## src/rtl/alu_pkg.sv

```systemverilog
// Shared constants and sequencer state encoding for the 64-bit-over-32-bit ALU sequencer.
package alu_pkg;

    localparam int unsigned ALU_W  = 32;
    localparam int unsigned WIDE_W = 64;
    localparam int unsigned CTRL_W = 2;

    typedef enum logic [1:0] {
        IDLE = 2'd0,
        LO   = 2'd1,
        HI   = 2'd2,
        DONE = 2'd3
    } seq_state_t;

endpackage

```

## src/rtl/alu64_seq_if.sv

```systemverilog
// Request, response and ALU-lane signals of alu64_seq; slave is the sequencer's view,
// master is the upstream requester / downstream consumer / ALU side.
interface alu64_seq_if;
    import alu_pkg::*;

    logic                req_valid;
    logic                req_ready;
    logic [WIDE_W-1:0]   req_a;
    logic [WIDE_W-1:0]   req_b;
    logic                req_c;
    logic [CTRL_W-1:0]   req_ctrl;

    logic [ALU_W-1:0]    alu_in_a;
    logic [ALU_W-1:0]    alu_in_b;
    logic                alu_in_c;
    logic [CTRL_W-1:0]   alu_ctrl;
    logic [ALU_W-1:0]    alu_out;
    logic                alu_c_out;

    logic                rsp_valid;
    logic                rsp_ready;
    logic [WIDE_W-1:0]   rsp_result;
    logic                rsp_c_out;
    logic                rsp_zero;

    modport slave (
        input  req_valid, req_a, req_b, req_c, req_ctrl,
        output req_ready,
        output alu_in_a, alu_in_b, alu_in_c, alu_ctrl,
        input  alu_out, alu_c_out,
        output rsp_valid, rsp_result, rsp_c_out, rsp_zero,
        input  rsp_ready
    );

    modport master (
        output req_valid, req_a, req_b, req_c, req_ctrl,
        input  req_ready,
        input  alu_in_a, alu_in_b, alu_in_c, alu_ctrl,
        output alu_out, alu_c_out,
        input  rsp_valid, rsp_result, rsp_c_out, rsp_zero,
        output rsp_ready
    );

endinterface

```

## src/rtl/alu64_seq.sv

```systemverilog
// Runs one 64-bit operation as a low then high pass through an external 32-bit ALU.
// ALU64_SEQ_CARRY_CHAIN_EN: when defined, the high pass takes the low pass carry-out.
module alu64_seq
    import alu_pkg::*;
(
    input  logic        clk,
    input  logic        rst,
    alu64_seq_if.slave  bus
);

    seq_state_t          state_q, state_d;
    logic [WIDE_W-1:0]   a_q, a_d;
    logic [WIDE_W-1:0]   b_q, b_d;
    logic                c_q, c_d;
    logic [CTRL_W-1:0]   ctrl_q, ctrl_d;
    logic [WIDE_W-1:0]   result_q, result_d;
    logic                c_out_q, c_out_d;
    logic                zero_q, zero_d;
`ifdef ALU64_SEQ_CARRY_CHAIN_EN
    logic                lo_c_q, lo_c_d;
`endif

    logic                hi_c_in;

`ifdef ALU64_SEQ_CARRY_CHAIN_EN
    assign hi_c_in = lo_c_q;
`else
    assign hi_c_in = c_q;
`endif

    always_comb begin
        state_d  = state_q;
        a_d      = a_q;
        b_d      = b_q;
        c_d      = c_q;
        ctrl_d   = ctrl_q;
        result_d = result_q;
        c_out_d  = c_out_q;
        zero_d   = zero_q;
`ifdef ALU64_SEQ_CARRY_CHAIN_EN
        lo_c_d   = lo_c_q;
`endif
        bus.alu_in_a = '0;
        bus.alu_in_b = '0;
        bus.alu_in_c = 1'b0;
        bus.alu_ctrl = '0;

        unique case (state_q)
            IDLE: begin
                if (bus.req_valid) begin
                    a_d     = bus.req_a;
                    b_d     = bus.req_b;
                    c_d     = bus.req_c;
                    ctrl_d  = bus.req_ctrl;
                    state_d = LO;
                end
            end
            LO: begin
                bus.alu_in_a           = a_q[ALU_W-1:0];
                bus.alu_in_b           = b_q[ALU_W-1:0];
                bus.alu_in_c           = c_q;
                bus.alu_ctrl           = ctrl_q;
                result_d[ALU_W-1:0]    = bus.alu_out;
`ifdef ALU64_SEQ_CARRY_CHAIN_EN
                lo_c_d                 = bus.alu_c_out;
`endif
                state_d                = HI;
            end
            HI: begin
                bus.alu_in_a           = a_q[WIDE_W-1:ALU_W];
                bus.alu_in_b           = b_q[WIDE_W-1:ALU_W];
                bus.alu_in_c           = hi_c_in;
                bus.alu_ctrl           = ctrl_q;
                result_d[WIDE_W-1:ALU_W] = bus.alu_out;
                c_out_d                = bus.alu_c_out;
                // Low half is already registered, so the zero flag is ready with the high half.
                zero_d                 = (bus.alu_out == '0) && (result_q[ALU_W-1:0] == '0);
                state_d                = DONE;
            end
            DONE: begin
                if (bus.rsp_ready) begin
                    state_d = IDLE;
                end
            end
        endcase
    end

    always_ff @(posedge clk or posedge rst) begin
        if (rst) begin
            state_q  <= IDLE;
            a_q      <= '0;
            b_q      <= '0;
            c_q      <= 1'b0;
            ctrl_q   <= '0;
            result_q <= '0;
            c_out_q  <= 1'b0;
            zero_q   <= 1'b0;
`ifdef ALU64_SEQ_CARRY_CHAIN_EN
            lo_c_q   <= 1'b0;
`endif
        end else begin
            state_q  <= state_d;
            a_q      <= a_d;
            b_q      <= b_d;
            c_q      <= c_d;
            ctrl_q   <= ctrl_d;
            result_q <= result_d;
            c_out_q  <= c_out_d;
            zero_q   <= zero_d;
`ifdef ALU64_SEQ_CARRY_CHAIN_EN
            lo_c_q   <= lo_c_d;
`endif
        end
    end

    assign bus.req_ready  = (state_q == IDLE);
    assign bus.rsp_valid  = (state_q == DONE);
    assign bus.rsp_result = result_q;
    assign bus.rsp_c_out  = c_out_q;
    assign bus.rsp_zero   = zero_q;

endmodule

```

## src/flat_wrapper.sv

```systemverilog
// flat-port wrapper written by rule: the top's interface ports become plain ports
module alu64_seq_flat import alu_pkg::*;
  (clk, rst, bus_req_valid, bus_req_a, bus_req_b, bus_req_c, bus_req_ctrl, bus_req_ready, bus_alu_in_a, bus_alu_in_b, bus_alu_in_c, bus_alu_ctrl, bus_alu_out, bus_alu_c_out, bus_rsp_valid, bus_rsp_result, bus_rsp_c_out, bus_rsp_zero, bus_rsp_ready);
  alu64_seq_if bus_i ();
  input  logic clk;
  input  logic rst;
  input wire logic [$bits(bus_i.req_valid)-1:0] bus_req_valid;
  input wire logic [$bits(bus_i.req_a)-1:0] bus_req_a;
  input wire logic [$bits(bus_i.req_b)-1:0] bus_req_b;
  input wire logic [$bits(bus_i.req_c)-1:0] bus_req_c;
  input wire logic [$bits(bus_i.req_ctrl)-1:0] bus_req_ctrl;
  output wire logic [$bits(bus_i.req_ready)-1:0] bus_req_ready;
  output wire logic [$bits(bus_i.alu_in_a)-1:0] bus_alu_in_a;
  output wire logic [$bits(bus_i.alu_in_b)-1:0] bus_alu_in_b;
  output wire logic [$bits(bus_i.alu_in_c)-1:0] bus_alu_in_c;
  output wire logic [$bits(bus_i.alu_ctrl)-1:0] bus_alu_ctrl;
  input wire logic [$bits(bus_i.alu_out)-1:0] bus_alu_out;
  input wire logic [$bits(bus_i.alu_c_out)-1:0] bus_alu_c_out;
  output wire logic [$bits(bus_i.rsp_valid)-1:0] bus_rsp_valid;
  output wire logic [$bits(bus_i.rsp_result)-1:0] bus_rsp_result;
  output wire logic [$bits(bus_i.rsp_c_out)-1:0] bus_rsp_c_out;
  output wire logic [$bits(bus_i.rsp_zero)-1:0] bus_rsp_zero;
  input wire logic [$bits(bus_i.rsp_ready)-1:0] bus_rsp_ready;
  assign bus_i.req_valid = bus_req_valid;
  assign bus_i.req_a = bus_req_a;
  assign bus_i.req_b = bus_req_b;
  assign bus_i.req_c = bus_req_c;
  assign bus_i.req_ctrl = bus_req_ctrl;
  assign bus_req_ready = bus_i.req_ready;
  assign bus_alu_in_a = bus_i.alu_in_a;
  assign bus_alu_in_b = bus_i.alu_in_b;
  assign bus_alu_in_c = bus_i.alu_in_c;
  assign bus_alu_ctrl = bus_i.alu_ctrl;
  assign bus_i.alu_out = bus_alu_out;
  assign bus_i.alu_c_out = bus_alu_c_out;
  assign bus_rsp_valid = bus_i.rsp_valid;
  assign bus_rsp_result = bus_i.rsp_result;
  assign bus_rsp_c_out = bus_i.rsp_c_out;
  assign bus_rsp_zero = bus_i.rsp_zero;
  assign bus_i.rsp_ready = bus_rsp_ready;
  alu64_seq u_core (.clk(clk), .rst(rst), .bus(bus_i));
endmodule
```

## config.mk

```make
export PLATFORM = sky130hd
export DESIGN_NAME = alu64_seq_flat
export DESIGN_NICKNAME = d
export VERILOG_FILES = /design/src/rtl/alu_pkg.sv /design/src/rtl/alu64_seq_if.sv /design/src/rtl/alu64_seq.sv /design/src/flat_wrapper.sv
export SDC_FILE = /design/constraint.sdc
export NUM_CORES = 1
export LEC_CHECK = 0
export ABC_AREA = 1
export BUFFER_PORTS_ARGS = -buffer_cell sky130_fd_sc_hd__buf_2
export CAP_MARGIN = 30
export CORE_MARGIN = 1.5
export CORE_UTILIZATION = 51
export DETAILED_ROUTE_END_ITERATION = 7
export PLACE_DENSITY = 0.88
export SLEW_MARGIN = 20
export SYNTH_ARGS = -nofsm -noshare
export SYNTH_HDL_FRONTEND = slang
export SYNTH_SLANG_ARGS = --single-unit
```

## constraint.sdc

```tcl
create_clock -name clk -period 6.78 [get_ports clk]
set_input_delay 0.678 -clock clk [delete_from_list [all_inputs] [get_ports clk]]
set_output_delay 0.678 -clock clk [all_outputs]
set_load 0.02 [all_outputs]
```

==> results.ini, run 1 <==
[setup_path]
end_kind=output pin
required_ps=6100
cp-start-kind=register
reg2reg_depth=6
crit_fanout=66
path_class=reg -> out
rrSetupSlack_ps=3960
r2r_start=u_core.state_q[0]
worstPathArrival_ps=2750
r2r_end=u_core.bus.rsp_result[61]

[timing]
tns_ps=0
post-route-period-util=0.506
hold_viol=0
rsz0062_at_grt=no
worst_pin_slew_ps=946
relSlewSlack=0.369
report.final.slew_viol_count=0
setup_violations=0
period_needed_ps=3430
fmax_mhz=292
fin_skew_ps=11.0

[global_route]
grt_pass1_wl_um=35900
grt_usage=0.252
antenna_found_initial=2
grt_start_max_net_pins=119
grt_pass1_vias=7268
overflow=0

[die]
start_util=0.521
rows=48
dieWidth_um=136
core_area_um2=17300
dieArea_um2=18500
fp.dieH_um=136
io_pins=303

[logic_synthesis]
ys_top_cells_by_area=dfrtp_1, mux2_4, nand2_1, mux2_2, a21oi_1
synthCells=844
yosysMostFrequentCell=nand2_1
syn_avg_cell_area_um2=10.7
yosys_warnings=0
synth_nets=1017
synth-edff-count=0
synth_seq_cells=199
syn-cell-area_um2=9010
synth_common_cells=nand2_1, dfrtp_1, mux2_4, a21oi_1, mux2_2
yosysSeqAreaShare=0.553
synth_top_area_frac=0.553
ys_types=17
async_flop_share=1.00
netlist.top_cell.by_area=dfrtp_1
ys.flop_type=dfrtp_1

[route]
dr.pass1.iters=5
routedWlPerCell_um=17.1
routed_wl_um=23300
met2_length_um=11200
top_layer=met4
met1_length_um=9170
route.antenna.remaining_nets=0
route.detailed.drc=0
dr_total_vias=7110
wl_met3_um=2130
vias_per_cell=5.21
drt-initial-drc-count=357

[clocking]
clock_sinks=199
insertion_delay_ps=430
ctsResizeCount=0
cts_hold_buf=0
cts_setup_buffers=0
cts_max_level=4
clk_pin_slew_ps=70
cts_inserted_buffers=17
cts_tree=built
clock-root-buffer=clkbuf_16
clock_path_buffers=2

[placement]
detailedPlacementHpwl_um=16600
gp_congestion=0.853
io_buffers=302

[run]
cap_violations=0

[final_layout]
drive_gt1_frac=0.420
area_delta_synth_final_pct=24.4
num-nets-final=1297

[outcome]
status=complete, no violations

[pwr]
power_w=0.00604
power_density_nw_per_um2=539
ir_drop_mv=0.279
p_leak_nw=5.97

[worst_hold_path]
hold_path.class=in -> async

-- worst max-delay path, cell delays in order (launching register included) --
cell and delay (ps):
dfrtp_1 440, inv_1 170, ha_4 520, buf_4 610, nand2_1 140, a21oi_1 220
buf_2 200
-- stage by stage --
| stage | util | cells | hold WS (ps) | area [um^2] | setup WS, ps |
|---|---|---|---|---|---|
| 2_1_floorplan | - | 844 | 480 | 9010 | 676 |
| 3_3_place_gp | 0.613 | 1328 | 448 | 10600 | 3940 |
| 3_5_place_dp | 0.615 | 1330 | 453 | 10600 | 3760 |
| 4_1_cts | 0.648 | 1362 | 423 | 11200 | 3300 |
| 5_1_grt | 0.648 | 1363 | 422 | 11200 | 3190 |
| 6_report | 0.648 | 1364 | 373 | 11200 | 3350 |
-- worst max-delay path by stage --
stage                             to  cells after the start              start  slack [ps]
floorplan              u_core.a_q[0]                      1                rst         680
global placement     bus_alu_in_b[2]                      6  u_core.state_q[1]        3940
detailed placement  bus_alu_in_a[18]                      6  u_core.state_q[1]        3760
CTS                 bus_alu_in_a[18]                      6  u_core.state_q[1]        3300
global route        bus_alu_in_a[18]                      6  u_core.state_q[1]        3190
finish              bus_alu_in_a[18]                      6  u_core.state_q[1]        3350
-- metal layers --
metal	vias up	global-route usage
met5	-	0
met4	0	0.118
met3	62	0.0790
met2	348	0.414
met1	3417	0.304
li1	3283	-
-- layout make-up --
type                            instances  area, um^2
Antenna cell                            2        5.00
Clock buffer                           20         457
Clock inverter                         12         109
Fill cell                            1316        6090
Inverter                               37         146
Multi-Input combinational cell        559        3630
Sequential cell                       199        4980
Tap cell                              225         282
Timing Repair Buffer                  310        1600
-- registers in the layout (all words and copies together) (netlist names) --
register               flops
u_core.a_q                64
u_core.b_q                64
u_core.bus.rsp_c_out       1
u_core.bus.rsp_result     64
u_core.bus.rsp_zero        1
u_core.c_q                 1
u_core.ctrl_q              2
u_core.state_q             2
-- power by group --
group,switching (W),total (W),internal [W]
Combinational,0.00170,0.00289,0.00119
Sequential,0.000376,0.00217,0.00179
Clock,0.000472,0.000976,0.000504
Total,0.00255,0.00604,0.00349
-- layout by cell type, fill, tap and decap left out, types with 4 or more instances in the layout --
master / instances
buf_2: 302
nand2_1: 286
dfrtp_1: 199
mux2_4: 90
a21oi_1: 65
mux2_2: 41
inv_1: 35
nor2_1: 30
o21ai_0: 27
clkbuf_16: 17
nand3_1: 11
buf_4: 6
clkinv_4: 5
inv_8: 4
-- cell families (layout without fill, tap and decap cells) --
group | after synthesis | after routing | share of synthesized area
mux | 131 | 131 | 0.201
buf+inv | 86 | 379 | 0.0475
compound gates | 94 | 94 | 0.0526
simple gates | 329 | 329 | 0.139
other cells | 0 | 2 | 0
flops | 199 | 199 | 0.553
fa+ha+maj | 5 | 5 | 0.00695
Power figures use the tool's default switching activity.
==> run 2, diff against run 1 <==
- clock period: 6.78 -> 3.59 ns (I/O delays scaled with it)
==> results.ini, run 2 (same netlist as run 1, synthesis figures left out) <==
[die]
dieWidth_um=136
fp.dieH_um=136
dieArea_um2=18500
rows=48
io_pins=303
core_area_um2=17300
start_util=0.521

[setup_path]
cp-start-kind=register
crit_fanout=54
reg2reg_depth=5
end_kind=output pin
path_class=reg -> out
required_ps=3230
worstPathArrival_ps=2520
rrSetupSlack_ps=1230
r2r_end=u_core.b_q[3]
r2r_start=u_core.state_q[0]

[run]
cap_violations=0

[clocking]
cts_tree=built
ctsResizeCount=0
cts_max_level=4
clock_path_buffers=2
insertion_delay_ps=430
clock_sinks=199
clk_pin_slew_ps=80
clock-root-buffer=clkbuf_16
cts_hold_buf=0
cts_inserted_buffers=17
cts_setup_buffers=0

[global_route]
antenna_found_initial=2
grt_pass1_vias=7384
grt_pass1_wl_um=36900
grt_start_max_net_pins=72
grt_usage=0.260
overflow=0

[final_layout]
final_cell_mix=buf_2, nand2_1, dfrtp_1, mux2_4, a21oi_1
layout_commonest_cell=buf_2
drive_gt1_frac=0.425
num-nets-final=1308
area_delta_synth_final_pct=26.3

[timing]
relSlewSlack=0.449
report.final.slew_viol_count=0
worst_pin_slew_ps=826
worst_slack_ps=711
fin_skew_ps=11.3
post-route-period-util=0.802
tns_ps=0
hold_viol=0
setup_violations=0
fmax_mhz=347
period_needed_ps=2880
hold_ws_ps=136
rsz0062_at_grt=no

[route]
dr.pass1.iters=4
vias_per_cell=5.25
drt-initial-drc-count=341
route.detailed.drc=0
routedWlPerCell_um=17.4
dr_total_vias=7223
routed_wl_um=24000
route.antenna.remaining_nets=0

[placement]
detailedPlacementHpwl_um=17400
gp_congestion=0.947
io_buffers=302
dp_worst_setup_slack_ps=1200

[pwr]
ir_drop_mv=0.759
p_leak_nw=6.05
power_density_nw_per_um2=1020

[worst_hold_path]
hold_depth=3
min_from=bus_alu_c_out
holdPathEnd=u_core.bus.rsp_c_out
hold_path.class=in -> reg

[outcome]
status=complete, no violations

==> run 2: cell types whose count changed in the layout (fill, tap and decap cells not counted), sizes merged <==
cell	delta
buf	+10
inv	-3
clkinvlp	+2
bufinv	+1
clkbuf	-1
clkinv	+1
diode	+1
dlygate4sd3	+1
==> run 2: how the worst max path moves through the flow <==
stage | startpoint | to | slack, ps | depth (start not counted)
after global routing | u_core.state_q[0] | bus_alu_in_a[25] | 590 | 6
final | u_core.state_q[0] | bus_alu_in_a[25] | 710 | 6
after detailed placement | u_core.state_q[0] | bus_alu_in_a[25] | 1200 | 6
after global placement | u_core.state_q[0] | bus_alu_in_a[25] | 1260 | 6
after CTS | u_core.state_q[0] | bus_alu_in_a[25] | 720 | 6
after floorplan | rst | u_core.a_q[0] | 660 | 1
==> run 2: power breakdown <==
part / internal, W / switching (W)
clock: 0.00102 / 0.000908
sequential: 0.00339 / 0.000704
combinational: 0.00233 / 0.00326
total: 0.00674 / 0.00487
==> run 2: per-stage QoR <==
step	instances	area [um^2]	util	power [W]
2_1_floorplan	844	9010	-	0.00791
4_1_cts	1371	11300	0.655	0.0116
6_report	1376	11400	0.658	0.0116
5_1_grt	1375	11400	0.657	0.0123
3_5_place_dp	1339	10700	0.621	0.00969
3_3_place_gp	1338	10700	0.620	0.00945
==> run 2: worst max-delay path, cell delays in order, from the launching register on <==
cell     delay [ps]
dfrtp_1         430
inv_1           170
ha_4            560
buf_4           420
nand2_1         100
a21oi_1         160
buf_2           190
==> run 2: final cells by class <==
class,count,area (um^2)
antenna,3,7.51
clock buffer,19,453
clock inverter,13,138
fill,1308,5920
inverter,37,143
multi-input combinational,559,3630
sequential,199,4980
tap,225,282
timing repair buffer,321,1740
==> run 2: routing by layer <==
| layer | wire, um | track usage |
|---|---|---|
| met1 | 9440 | 0.316 |
| met2 | 11800 | 0.435 |
| met3 | 1890 | 0.0630 |
| met4 | 878 | 0.129 |
| met5 | 0 | 0 |
